[config.mk]
export PLATFORM = sky130hd
export DESIGN_NAME = mem_port_arbiter
export DESIGN_NICKNAME = d
export VERILOG_FILES = /design/src/rtl/mem_port_arbiter_pkg.sv /design/src/rtl/mem_port_arbiter_pick.sv /design/src/rtl/mem_port_arbiter.sv
export SDC_FILE = /design/constraint.sdc
export NUM_CORES = 1
export LEC_CHECK = 0
export CORE_AREA = 2 2 110 112
export DETAILED_ROUTE_END_ITERATION = 8
export DIE_AREA = 0 0 112 114
export GPL_TIMING_DRIVEN = 0
export PLACE_DENSITY = 0.81
export SYNTH_ARGS = -nofsm -noshare
export SYNTH_HDL_FRONTEND = slang
export SYNTH_SLANG_ARGS = --single-unit
[constraint.sdc]
create_clock -name clk -period 2 [get_ports clk]
set_clock_uncertainty 0.15 [all_clocks]
set_input_delay 0.2 -clock clk [delete_from_list [all_inputs] [get_ports clk]]
set_output_delay 0.2 -clock clk [all_outputs]
set_load 0.05 [all_outputs]
[src/rtl/mem_port_arbiter_pkg.sv]
// mem_arb_defs: shared encodings for mem_port_arbiter
// Holds the FSM state codes, bus size codes and the owner codes (0 = inst, 1 = data).
package mem_arb_defs;
  localparam logic [1:0] ARB_IDLE = 2'd0;
  localparam logic [1:0] ARB_ADDR = 2'd1;
  localparam logic [1:0] ARB_DATA = 2'd2;
  localparam logic [1:0] SIZE_BYTE = 2'd0;
  localparam logic [1:0] SIZE_HALF = 2'd1;
  localparam logic [1:0] SIZE_WORD = 2'd2;
  localparam logic OWN_INST = 1'b0;
  localparam logic OWN_DATA = 1'b1;
endpackage

[src/rtl/mem_port_arbiter_pick.sv]
// arb_pick: combinational winner selection between the inst and data requesters
// Ports: inst_req/data_req in, last_owner in (only with MEM_ARB_RR_EN),
// grant_inst/grant_data out (at most one high, each implies its request).
module arb_pick
  import mem_arb_defs::*;
(
`ifdef MEM_ARB_RR_EN
  input  logic last_owner,
`endif
  input  logic inst_req,
  input  logic data_req,
  output logic grant_inst,
  output logic grant_data
);
`ifdef MEM_ARB_RR_EN
  // On contention the requester that lost last time goes first.
  assign grant_data = data_req & ~(inst_req & (last_owner == OWN_DATA));
`else
  assign grant_data = data_req;
`endif
  assign grant_inst = inst_req & ~grant_data;
endmodule

[src/rtl/mem_port_arbiter.sv]
// mem_port_arbiter: shares one SRAM-like bus port between fetch and mem-stage requesters
// Ports: clk/rst, flush_except; inst_* request/response; data_* request/response;
// bus_* latched request out and handshake/response in; i_stall/d_stall levels.
// Optional MEM_ARB_RR_EN: round-robin on contention via a last_owner register.
module mem_port_arbiter
  import mem_arb_defs::*;
#(
  parameter int ADDR_W = 32,
  parameter int DATA_W = 32
) (
  input  logic              clk,
  input  logic              rst,
  input  logic              flush_except,
  input  logic              inst_req,
  input  logic [ADDR_W-1:0] inst_addr,
  output logic              inst_addr_ok,
  output logic              inst_data_ok,
  output logic [DATA_W-1:0] inst_rdata,
  input  logic              data_req,
  input  logic              data_wr,
  input  logic [1:0]        data_size,
  input  logic [3:0]        data_wstrb,
  input  logic [ADDR_W-1:0] data_addr,
  input  logic [DATA_W-1:0] data_wdata,
  output logic              data_addr_ok,
  output logic              data_data_ok,
  output logic [DATA_W-1:0] data_rdata,
  output logic              bus_req,
  output logic              bus_wr,
  output logic [1:0]        bus_size,
  output logic [3:0]        bus_wstrb,
  output logic [ADDR_W-1:0] bus_addr,
  output logic [DATA_W-1:0] bus_wdata,
  input  logic              bus_addr_ok,
  input  logic              bus_data_ok,
  input  logic [DATA_W-1:0] bus_rdata,
  output logic              i_stall,
  output logic              d_stall
);
  logic [1:0] state_q, state_d;
  logic owner_q, owner_d, cancel_q, cancel_d;
  logic bus_wr_q, bus_wr_d;
  logic [1:0] bus_size_q, bus_size_d;
  logic [3:0] bus_wstrb_q, bus_wstrb_d;
  logic [ADDR_W-1:0] bus_addr_q, bus_addr_d;
  logic [DATA_W-1:0] bus_wdata_q, bus_wdata_d;
  logic idle, addr_st, data_st, load, resp, grant_inst, grant_data;
`ifdef MEM_ARB_RR_EN
  logic last_owner_q, last_owner_d;
`endif
  assign idle    = state_q == ARB_IDLE;
  assign addr_st = state_q == ARB_ADDR;
  assign data_st = state_q == ARB_DATA;
  arb_pick u_pick (
`ifdef MEM_ARB_RR_EN
    .last_owner (last_owner_q),
`endif
    .inst_req   (inst_req),
    .data_req   (data_req),
    .grant_inst (grant_inst),
    .grant_data (grant_data)
  );
  assign load = idle & (inst_req | data_req);
  // bus_data_ok is only meaningful once the address phase has finished.
  assign resp = data_st & bus_data_ok;
  assign inst_addr_ok = idle & grant_inst;
  assign data_addr_ok = idle & grant_data;
  // A flush arriving on the response cycle suppresses the return just like a stored cancel.
  assign inst_data_ok = resp & (owner_q == OWN_INST) & ~cancel_q & ~flush_except;
  assign data_data_ok = resp & (owner_q == OWN_DATA);
  assign inst_rdata = bus_rdata;
  assign data_rdata = bus_rdata;
  assign bus_req   = addr_st;
  assign bus_wr    = bus_wr_q;
  assign bus_size  = bus_size_q;
  assign bus_wstrb = bus_wstrb_q;
  assign bus_addr  = bus_addr_q;
  assign bus_wdata = bus_wdata_q;
  assign i_stall = (inst_req & ~inst_addr_ok) | ((owner_q == OWN_INST) & ~idle & ~inst_data_ok);
  assign d_stall = (data_req & ~data_addr_ok) | ((owner_q == OWN_DATA) & ~idle & ~data_data_ok);
  always_comb begin
    state_d = idle ? (load ? ARB_ADDR : ARB_IDLE)
            : addr_st ? (bus_addr_ok ? ARB_DATA : ARB_ADDR)
            : (data_st & ~bus_data_ok) ? ARB_DATA : ARB_IDLE;
    owner_d = load ? grant_data : owner_q;
    cancel_d = resp ? 1'b0
             : cancel_q | (flush_except & (addr_st | data_st) & (owner_q == OWN_INST));
    bus_wr_d    = load ? (grant_data & data_wr) : bus_wr_q;
    bus_size_d  = load ? (grant_data ? data_size : SIZE_WORD) : bus_size_q;
    bus_wstrb_d = load ? (grant_data ? data_wstrb : 4'd0) : bus_wstrb_q;
    bus_addr_d  = load ? (grant_data ? data_addr : inst_addr) : bus_addr_q;
    bus_wdata_d = load ? (grant_data ? data_wdata : '0) : bus_wdata_q;
`ifdef MEM_ARB_RR_EN
    last_owner_d = load ? grant_data : last_owner_q;
`endif
  end
  always_ff @(posedge clk) begin
    if (rst) begin
      state_q     <= ARB_IDLE;
      owner_q     <= OWN_INST;
      cancel_q    <= 1'b0;
      bus_wr_q    <= 1'b0;
      bus_size_q  <= 2'd0;
      bus_wstrb_q <= 4'd0;
      bus_addr_q  <= '0;
      bus_wdata_q <= '0;
`ifdef MEM_ARB_RR_EN
      last_owner_q <= OWN_INST;
`endif
    end else begin
      state_q     <= state_d;
      owner_q     <= owner_d;
      cancel_q    <= cancel_d;
      bus_wr_q    <= bus_wr_d;
      bus_size_q  <= bus_size_d;
      bus_wstrb_q <= bus_wstrb_d;
      bus_addr_q  <= bus_addr_d;
      bus_wdata_q <= bus_wdata_d;
`ifdef MEM_ARB_RR_EN
      last_owner_q <= last_owner_d;
`endif
    end
  end
endmodule

==> impl_results.md <==
* Vias in the first global route at 3724
* Crit path kind: reg2out
* Die Wd at 112 µm
* First-pass GRT wire length at 19930 µm
* CP required at 1.65 ns
* # nets final at 743
* Syn Nets at 481
* Distinct cell type count after synthesis at 31
* Power density cells at 739.2 nW/µm²
* RePlAce Congestion at 0.7846
* Detail Placement HPWL at 10690 µm
* Synth warn at 0
* Pin count of the biggest net entering global routing at 13
* Fmax at 0.5099 GHz
* Post-CTS setup buffers at 0
* Slowest stage cell, crit path: dfxtp_1
* Share of post-route cells with drive strength above 1 at 0.2010
* DR WL/cell at 17.70 µm
* Async SR Flop Fraction at 0
* Leakage power at 2.610 nW
* Post-route clock period utilization at 0.9806
* DRT Wirelength at 13260 µm
* Die H at 114 µm
* Drt pass-1 iters at 4
* FP Rows at 40
* Max_cap viols at 0
* WP data arrival at 1.61 ns
* Clock Sinks at 75
* Root buf cell: clkbuf_16
* Netlist Area Pre-Place at 3633 µm²
* Slew Limit Fails at 0
* Final hold viol count at 0
* CP max FO at 10
* Status: finished clean
* Post-layout minimum cycle time at 1.961 ns
* Worst Setup Start Kind: flop
* Sequential share of the synthesized area at 0.4132
* Initial antenna violation count at 0
* Via/cell ratio at 4.844
* Final setup viols at 0
* IO Port Bufs at 251
* Tot Pwr at 4.897 mW
* RSZ-0062 raised after global routing: yes
* Via count at 3628
* IO Pins at 284
* Min-delay worst type: in2reg
* CTS clk-pin slew, worst paths at 0.06 ns
* Avg Synthesized Cell Area at 10.81 µm²
* H-tree lvl count at 3
* Design Area, Final at 6625 µm²
* Layout Area Growth over Synthesis at 82.33%
* Die area at 12770 µm²
* Antenna Cells at 0
* Setup crit end kind: primary output
* Slew Limit Headroom at 0.6369
* Overflow after GRT at 0
* Clk_lat worst skew at 0.33 ns
* Max VDD drop at 0.5455 mV
* Cell count after synthesis at 336
* Worst-Margin Slew at 0.5430 ns
* Initial Util at 0.3103
* Register bit total from synthesis at 75
* Dominant cell type by area after synthesis: dfxtp_1
* CTS Buf Count at 9
* Post-route ant nets at 0
* DRT iter0 DRCs at 104
* Post-synth top cells: dfxtp_1, buf_4, a32o_1
* Area of placed instances at 6337 µm²
* Post-synth EDFFs at 0
* Main flop type after synthesis: dfxtp_1
* Crit path largest cell delay at 0.34 ns
* Clk buf depth at 2
* Top-area cell type share of the netlist area at 0.4132
* TritonCTS clock tree: built
* DRC at 0
* Worst hold slack at 0.3087 ns
* Critical Path, Cell by Cell: inv_1 -> ha_1 -> buf_4 -> o32ai_2 -> buf_6
* Most common cell in the netlist: dfxtp_1
* All-Layer GR Usage at 0.1974
* Ranking of synthesized cells by area: dfxtp_1, buf_4, a32o_1
* Core area at 11710 µm²
-- worst max-delay path: cells and delay by family, from the launching register on --
kind | cells | cell delay, ns
buffers and inverters | 3 | 0.44
flip-flops | 1 | 0.34
AO/OA/AOI/OAI | 1 | 0.30
adder cells (fa/ha/maj) | 1 | 0.19
-- where the power goes --
group | switching [mW] | total (mW) | internal (mW)
Clock | 0.628 | 1.46 | 0.829
Sequential | 0.0661 | 1.68 | 1.61
Combinational | 1.02 | 1.76 | 0.743
Total | 1.71 | 4.90 | 3.18
-- cell type report --
| class | instances | area [µm²] |
|---|---|---|
| clock buffers | 10 | 229.0 |
| fillers | 994 | 5086 |
| plain buffers | 94 | 695.7 |
| clock inverters | 5 | 31.28 |
| repair buffers | 251 | 2505 |
| multi-input cells | 161 | 1456 |
| flip-flops and latches | 75 | 1501 |
| inverters | 6 | 22.52 |
| well taps | 147 | 183.9 |
-- stage by stage --
step | setup TNS (ns) | cells | setup WS [ns] | utilization
floorplan | -0.03590 | 336 | -0.03590 | -
global placement | -2.927 | 734 | -0.4838 | 0.5411
detailed placement | -3.492 | 734 | -0.5086 | 0.5411
CTS | 0 | 749 | 0.01012 | 0.5646
global route | -0.04935 | 749 | -0.03106 | 0.5657
finish | 0 | 749 | 0.03871 | 0.5657
-- layer usage --
layer  track usage  up-vias  wire length, µm
met5             0        -                0
met3       0.07492       15             1361
li1              -     1718                -
met2        0.3644      198             6974
met4       0.06098        0              184
met1        0.2091     1697             4737
-- kinds of logic (layout without fill, tap and decap cells) --
kind of cell / after synthesis / count (layout) / share of synthesized area
flip-flops: 75 / 75 / 0.4132
AO/OA/AOI/OAI: 81 / 81 / 0.2118
multiplexers: 32 / 32 / 0.08816
adder cells (fa/ha/maj): 3 / 3 / 0.01033
buffers and inverters: 100 / 366 / 0.1970
AND/OR/NAND/NOR: 45 / 45 / 0.07955
-- path summary, 6_finish.rpt --
kind / endpoint / slack [ns] / from / cells after the start
worst min register to register: bus_wdata[24] / 0.34 / bus_wdata[24] / 1
worst min-delay path: bus_wdata[26] / 0.31 / data_wdata[26] / 2
worst max-delay path: i_stall / 0.04 / state_q[1] / 5
worst max register to register: bus_addr[5] / 0.21 / state_q[1] / 6
-- layout by cell type (no fill, tap or decap), drive strengths merged, types with 2 or more instances in the layout --
master,instances
o32ai,33
nor2b,2
or3b,2
clkbuf,20
ha,3
a32o,38
clkinv,4
a21oi,2
nand2b,33
mux2i,32
inv,6
dfxtp,75
buf,90
clkdlybuf4s50,244
nand2,2
-- flip-flops by register name, indices dropped and copies added (netlist names) --
signal     cells
cancel_q       1
bus_wdata     32
owner_q        1
state_q        2
bus_wr         1
bus_addr      32
bus_size       2
bus_wstrb      4
-- what timing repair did --
action / 4_1_cts / 5_1_grt
endpoints found under the hold margin: 0 / 0
hold buffers: 0 / 0
gates resized for setup: 38 / 7
setup endpoints to repair: 7 / 6
pin swaps: 2 / 0
cloned: 0 / 0
Note: power is estimated with default switching activity, not from simulation.
==> variant 1: new RTL, same flow settings <==
The option `MEM_ARB_RR_EN` is turned on by a define.
--- a/src/rtl/mem_port_arbiter_pick.sv
+++ b/src/rtl/mem_port_arbiter_pick.sv
@@ -2,4 +2,6 @@
 // Ports: inst_req/data_req in, last_owner in (only with MEM_ARB_RR_EN),
 // grant_inst/grant_data out (at most one high, each implies its request).
+`define MEM_ARB_RR_EN
+
 module arb_pick
   import mem_arb_defs::*;
Behaviour: not the same (Yosys sat finds a counterexample within 4 cycles, from zero or initial values and one cycle with rst high).
==> variant 1 against the original RTL <==
- setup slack improved by 31 ps
- final area fell by 3.8%
- routed wire length fell by 7.8%
- sequential cell count did not move
- synthesized area fell by 8.2%
- register-to-register slack got worse by 60 ps
- power rose by 6.0%
- global-route usage fell by 1.4 points
==> variant 1: results (changes against the original RTL) <==
Status
Outcome: complete, no violations (unchanged).

Place
The setup slack after placement is -693.0 ps (was -508.6 ps). The placed instance count was 767 (was 734). The post-place instance area is 0.006043 sq mm (was 0.006337 sq mm). The half-perimeter wire length of the detailed placement result is 9.817 mm (was 10.69 mm).

GRT
The met3 track demand over resource in global routing is 5.792% (was 7.492%). The met1 usage in global routing is 19.93% (was 20.91%). The global-route wire length before repair is 18.79 mm (was 19.93 mm).

The met2 demand-to-capacity share in global routing came to 33.78% (was 36.44%). The largest net degree at the start of global routing is 18 (was 13). The all-layer global routing usage was 18.31% (was 19.74%).

Power
The power attributed to combinational cells is 1.82 mW (was 1.76 mW). The total net switching power is 1.769 mW (was 1.715 mW). The power per cell area is 814.2 mW/mm^2 (was 739.2 mW/mm^2). The leakage power total is 2.642 nW (was 2.610 nW).

Yosys
The post-synthesis net count is 514 (was 481). The sequential share of the synthesized area came to 45.01% (was 41.32%). Leading post-synthesis cells by instance count: 75 x dfxtp_1, 68 x nand2_1, 67 x buf_4, 41 x nor2_1, 38 x a22o_1 (was 75 x dfxtp_1, 65 x buf_4, 38 x a32o_1, 32 x mux2i_1, 32 x nand2b_1).

Largest cells by area after synthesis: dfxtp_1 45%, buf_4 15%, a22o_1 10% (was dfxtp_1 41%, buf_4 13%, a32o_1 10%).

Layout
The proportion of layout cells with a drive suffix above 1 is 18.55% (was 20.10%).

Drt
The mean routed wirelength per cell was 15.61 um (was 17.70 um). The vias per cell is 4.617 (was 4.844). The violation count after the first detailed-route iteration is 150 (was 104). The total wire length after detailed routing is 12.22 mm (was 13.26 mm). The met1 wire length is 4.738 mm (was 4.737 mm).

Worst setup path
The capturing point of the worst reg2reg path is bus_wstrb[1] (was bus_addr[5]). The flop-to-flop setup slack is 150 ps (was 210 ps). The startpoint of the most critical setup path is state_q[0] (was state_q[1]).
## variant 1: metrics by stage
step / utilization, % / setup TNS, ps
final: 54.42 / 0
after global routing: 54.42 / -8.966
after CTS: 54.44 / 0
after detailed placement: 51.60 / -6868
after global placement: 51.60 / -5236
after floorplan: - / -325.2
## variant 1: logic make-up (layout without fill, tap and decap cells)
group | Yosys count | in the layout | synth area share (%)
adder cells (fa/ha/maj) | 3 | 3 | 1.125
AO/OA/AOI/OAI | 81 | 81 | 20.89
flip-flops | 75 | 75 | 45.01
buffers and inverters | 95 | 362 | 19.43
AND/OR/NAND/NOR | 115 | 115 | 13.54
## variant 1: what timing repair did
item                                    4_1_cts  5_1_grt
gates resized for setup                      41        7
endpoints found under the hold margin         0        0
pin swaps                                     2        1
buffers inserted                              1        0
endpoints found under the setup margin       14       49
## variant 1: critical path: stages, from the launching register on
cell and delay [ps]:
dfxtp_1 330, inv_1 70, ha_2 220, nand2_4 80
nor3_1 50, o311ai_1 250, buf_4 250
## variant 1: final cells by class
cell class	count	area (sq um)	share of cell area (%)
plain buffers	90	636.9	9.992
inverters	4	15.01	0.2356
clock buffers	12	266.5	4.181
repair buffers	252	2499	39.20
multi-input cells	199	1224	19.20
well taps	147	183.9	2.886
clock inverters	4	47.55	0.7460
flip-flops and latches	75	1501	23.56
## variant 1: how the worst min path moves through the flow
stage,from,endpoint,slack (ps),cells past startpoint
2_1_floorplan,bus_data_ok,cancel_q,150,1
3_3_place_gp,bus_wdata[9],bus_wdata[9],310,1
3_5_place_dp,bus_wdata[24],bus_wdata[24],310,1
4_1_cts,data_req,owner_q,230,3
5_1_grt,data_req,owner_q,260,3
6_report,data_req,owner_q,250,3
==> variant 2: new RTL, same settings <==
Without the edit above. `bus_wdata_q` no longer has a reset.
--- a/src/rtl/mem_port_arbiter.sv
+++ b/src/rtl/mem_port_arbiter.sv
@@ -104,5 +104,4 @@
       bus_wstrb_q <= 4'd0;
       bus_addr_q  <= '0;
-      bus_wdata_q <= '0;
 `ifdef MEM_ARB_RR_EN
       last_owner_q <= OWN_INST;
@@ -116,5 +115,4 @@
       bus_wstrb_q <= bus_wstrb_d;
       bus_addr_q  <= bus_addr_d;
-      bus_wdata_q <= bus_wdata_d;
 `ifdef MEM_ARB_RR_EN
       last_owner_q <= last_owner_d;
@@ -122,4 +120,8 @@
     end
   end
+
+  always_ff @(posedge clk) begin
+    bus_wdata_q <= bus_wdata_d;
+  end
 endmodule
 
Function: changed (Yosys sat finds a counterexample within 4 cycles, from zero or initial values and one cycle with rst high).
==> variant 2 against the original RTL <==
- sequential power increased by 8%
- fmax increased by 2.8%
- final cell count decreased by 0.93%
- synthesized area increased by 9.8%
- register-to-register slack got worse by 40 ps
- final area increased by 5.6%
- clock power increased by 3%
- utilization increased by 3.2 points
- power increased by 6.7%
- routed wire length decreased by 9.9%
- setup slack improved by 53 ps
- non-clock buffer count decreased by 8
- sequential cell count unchanged
- critical endpoint is now inst_data_ok
==> variant 2: results (changes against the original RTL) <==
Status
Outcome: complete, no violations (unchanged).

Place
The post-place instance area is 0.006683 sq mm (was 0.006337 sq mm). The setup slack after placement is -482.9 ps (was -508.6 ps). The half-perimeter wire length of the detailed placement result is 9.585 mm (was 10.69 mm). The number of buffers inserted by port buffering came to 250 (was 251). The placed instance count is 726 (was 734).

Timing
The maximum frequency from static timing analysis is 0.5240 GHz (was 0.5099 GHz). The pin slew with the least headroom to its limit is 558.0 ps (was 543.0 ps).

GRT
The met3 track demand over resource in global routing is 6.482% (was 7.492%). The number of global-route vias before repair is 3,565 (was 3,724). The met2 demand-to-capacity share in global routing is 32.57% (was 36.44%). The largest net degree at the start of global routing is 42 (was 13).

Worst hold path
The cell depth of the worst hold path is 3 (was 2). The worst hold endpoint is state_q[0] (was bus_wdata[26]). The beginning of the worst hold path is data_req (was data_wdata[26]).

Layout
The number of non-clock buffers is 337 (was 345). The layout inverter count without the clock tree was 7 (was 6). The fraction of area in registers is 26.04% (was 22.66%).

The number of filler instances in the final layout was 955 (was 994). The proportion of final cell area spent on non-clock buffers is 44.83% (was 48.31%). The proportion of cell area occupied by multi-input gates was 22.09% (was 21.98%). The number of combinational gates with multiple inputs is 160 (was 161).

CTS
The total of cells resized after clock tree synthesis was 36 (was 38).

Drt
The total wire length after detailed routing is 11.95 mm (was 13.26 mm). The violation count after the first detailed-route iteration is 123 (was 104). The met1 wire length was 4.581 mm (was 4.737 mm).

Power
The power per cell area came to 746.8 mW/mm^2 (was 739.2 mW/mm^2). The leakage power total is 2.721 nW (was 2.610 nW). The peak ir drop on the vdd network came to 562.6 uV (was 545.5 uV).

Yosys
The average cell area after synthesis was 12.12 sq um (was 10.81 sq um). The count of flip-flops with a built-in enable after synthesis is 32 (was 0). Largest cells by area after synthesis: edfxtp_1 24%, dfxtp_1 22%, buf_4 13% (was dfxtp_1 41%, buf_4 13%, a32o_1 10%). The post-synthesis net count is 474 (was 481). The number of distinct standard cells referenced by the synthesized netlist is 32 (was 31).

Worst setup path
The largest fanout of any net on the critical path is 5 (was 10). The startpoint of the most critical register-to-register path is state_q[0] (was state_q[1]). The worst setup path endpoint is inst_data_ok (was i_stall).
[variant 2: changes by cell type in the layout (fill, tap and decap cells not counted), moves of 7 or more]
| cell | change |
|---|---|
| a32o_1 | -32 |
| and2_1 | +32 |
| buf_6 | -7 |
| dfxtp_1 | -32 |
| edfxtp_1 | +32 |
| o32ai_1 | -27 |
| o32ai_2 | +27 |
[variant 2: power groups by stage]
| stage | Clock [mW] | Combinational (mW) | Sequential [mW] |
|---|---|---|---|
| 2_1_floorplan | 0 | 0.744 | 2.31 |
| 3_3_place_gp | 0 | 1.90 | 1.83 |
| 3_5_place_dp | 0 | 1.92 | 1.84 |
| 4_1_cts | 1.53 | 1.92 | 1.81 |
| 5_1_grt | 1.61 | 1.99 | 1.83 |
| 6_report | 1.50 | 1.91 | 1.81 |
[variant 2: logic make-up after synthesis]
kind of cell	synth area share, %
flip-flops	45.67
adder cells (fa/ha/maj)	0.9411
AO/OA/AOI/OAI	16.44
AND/OR/NAND/NOR	12.33
buffers and inverters	16.59
multiplexers	8.030
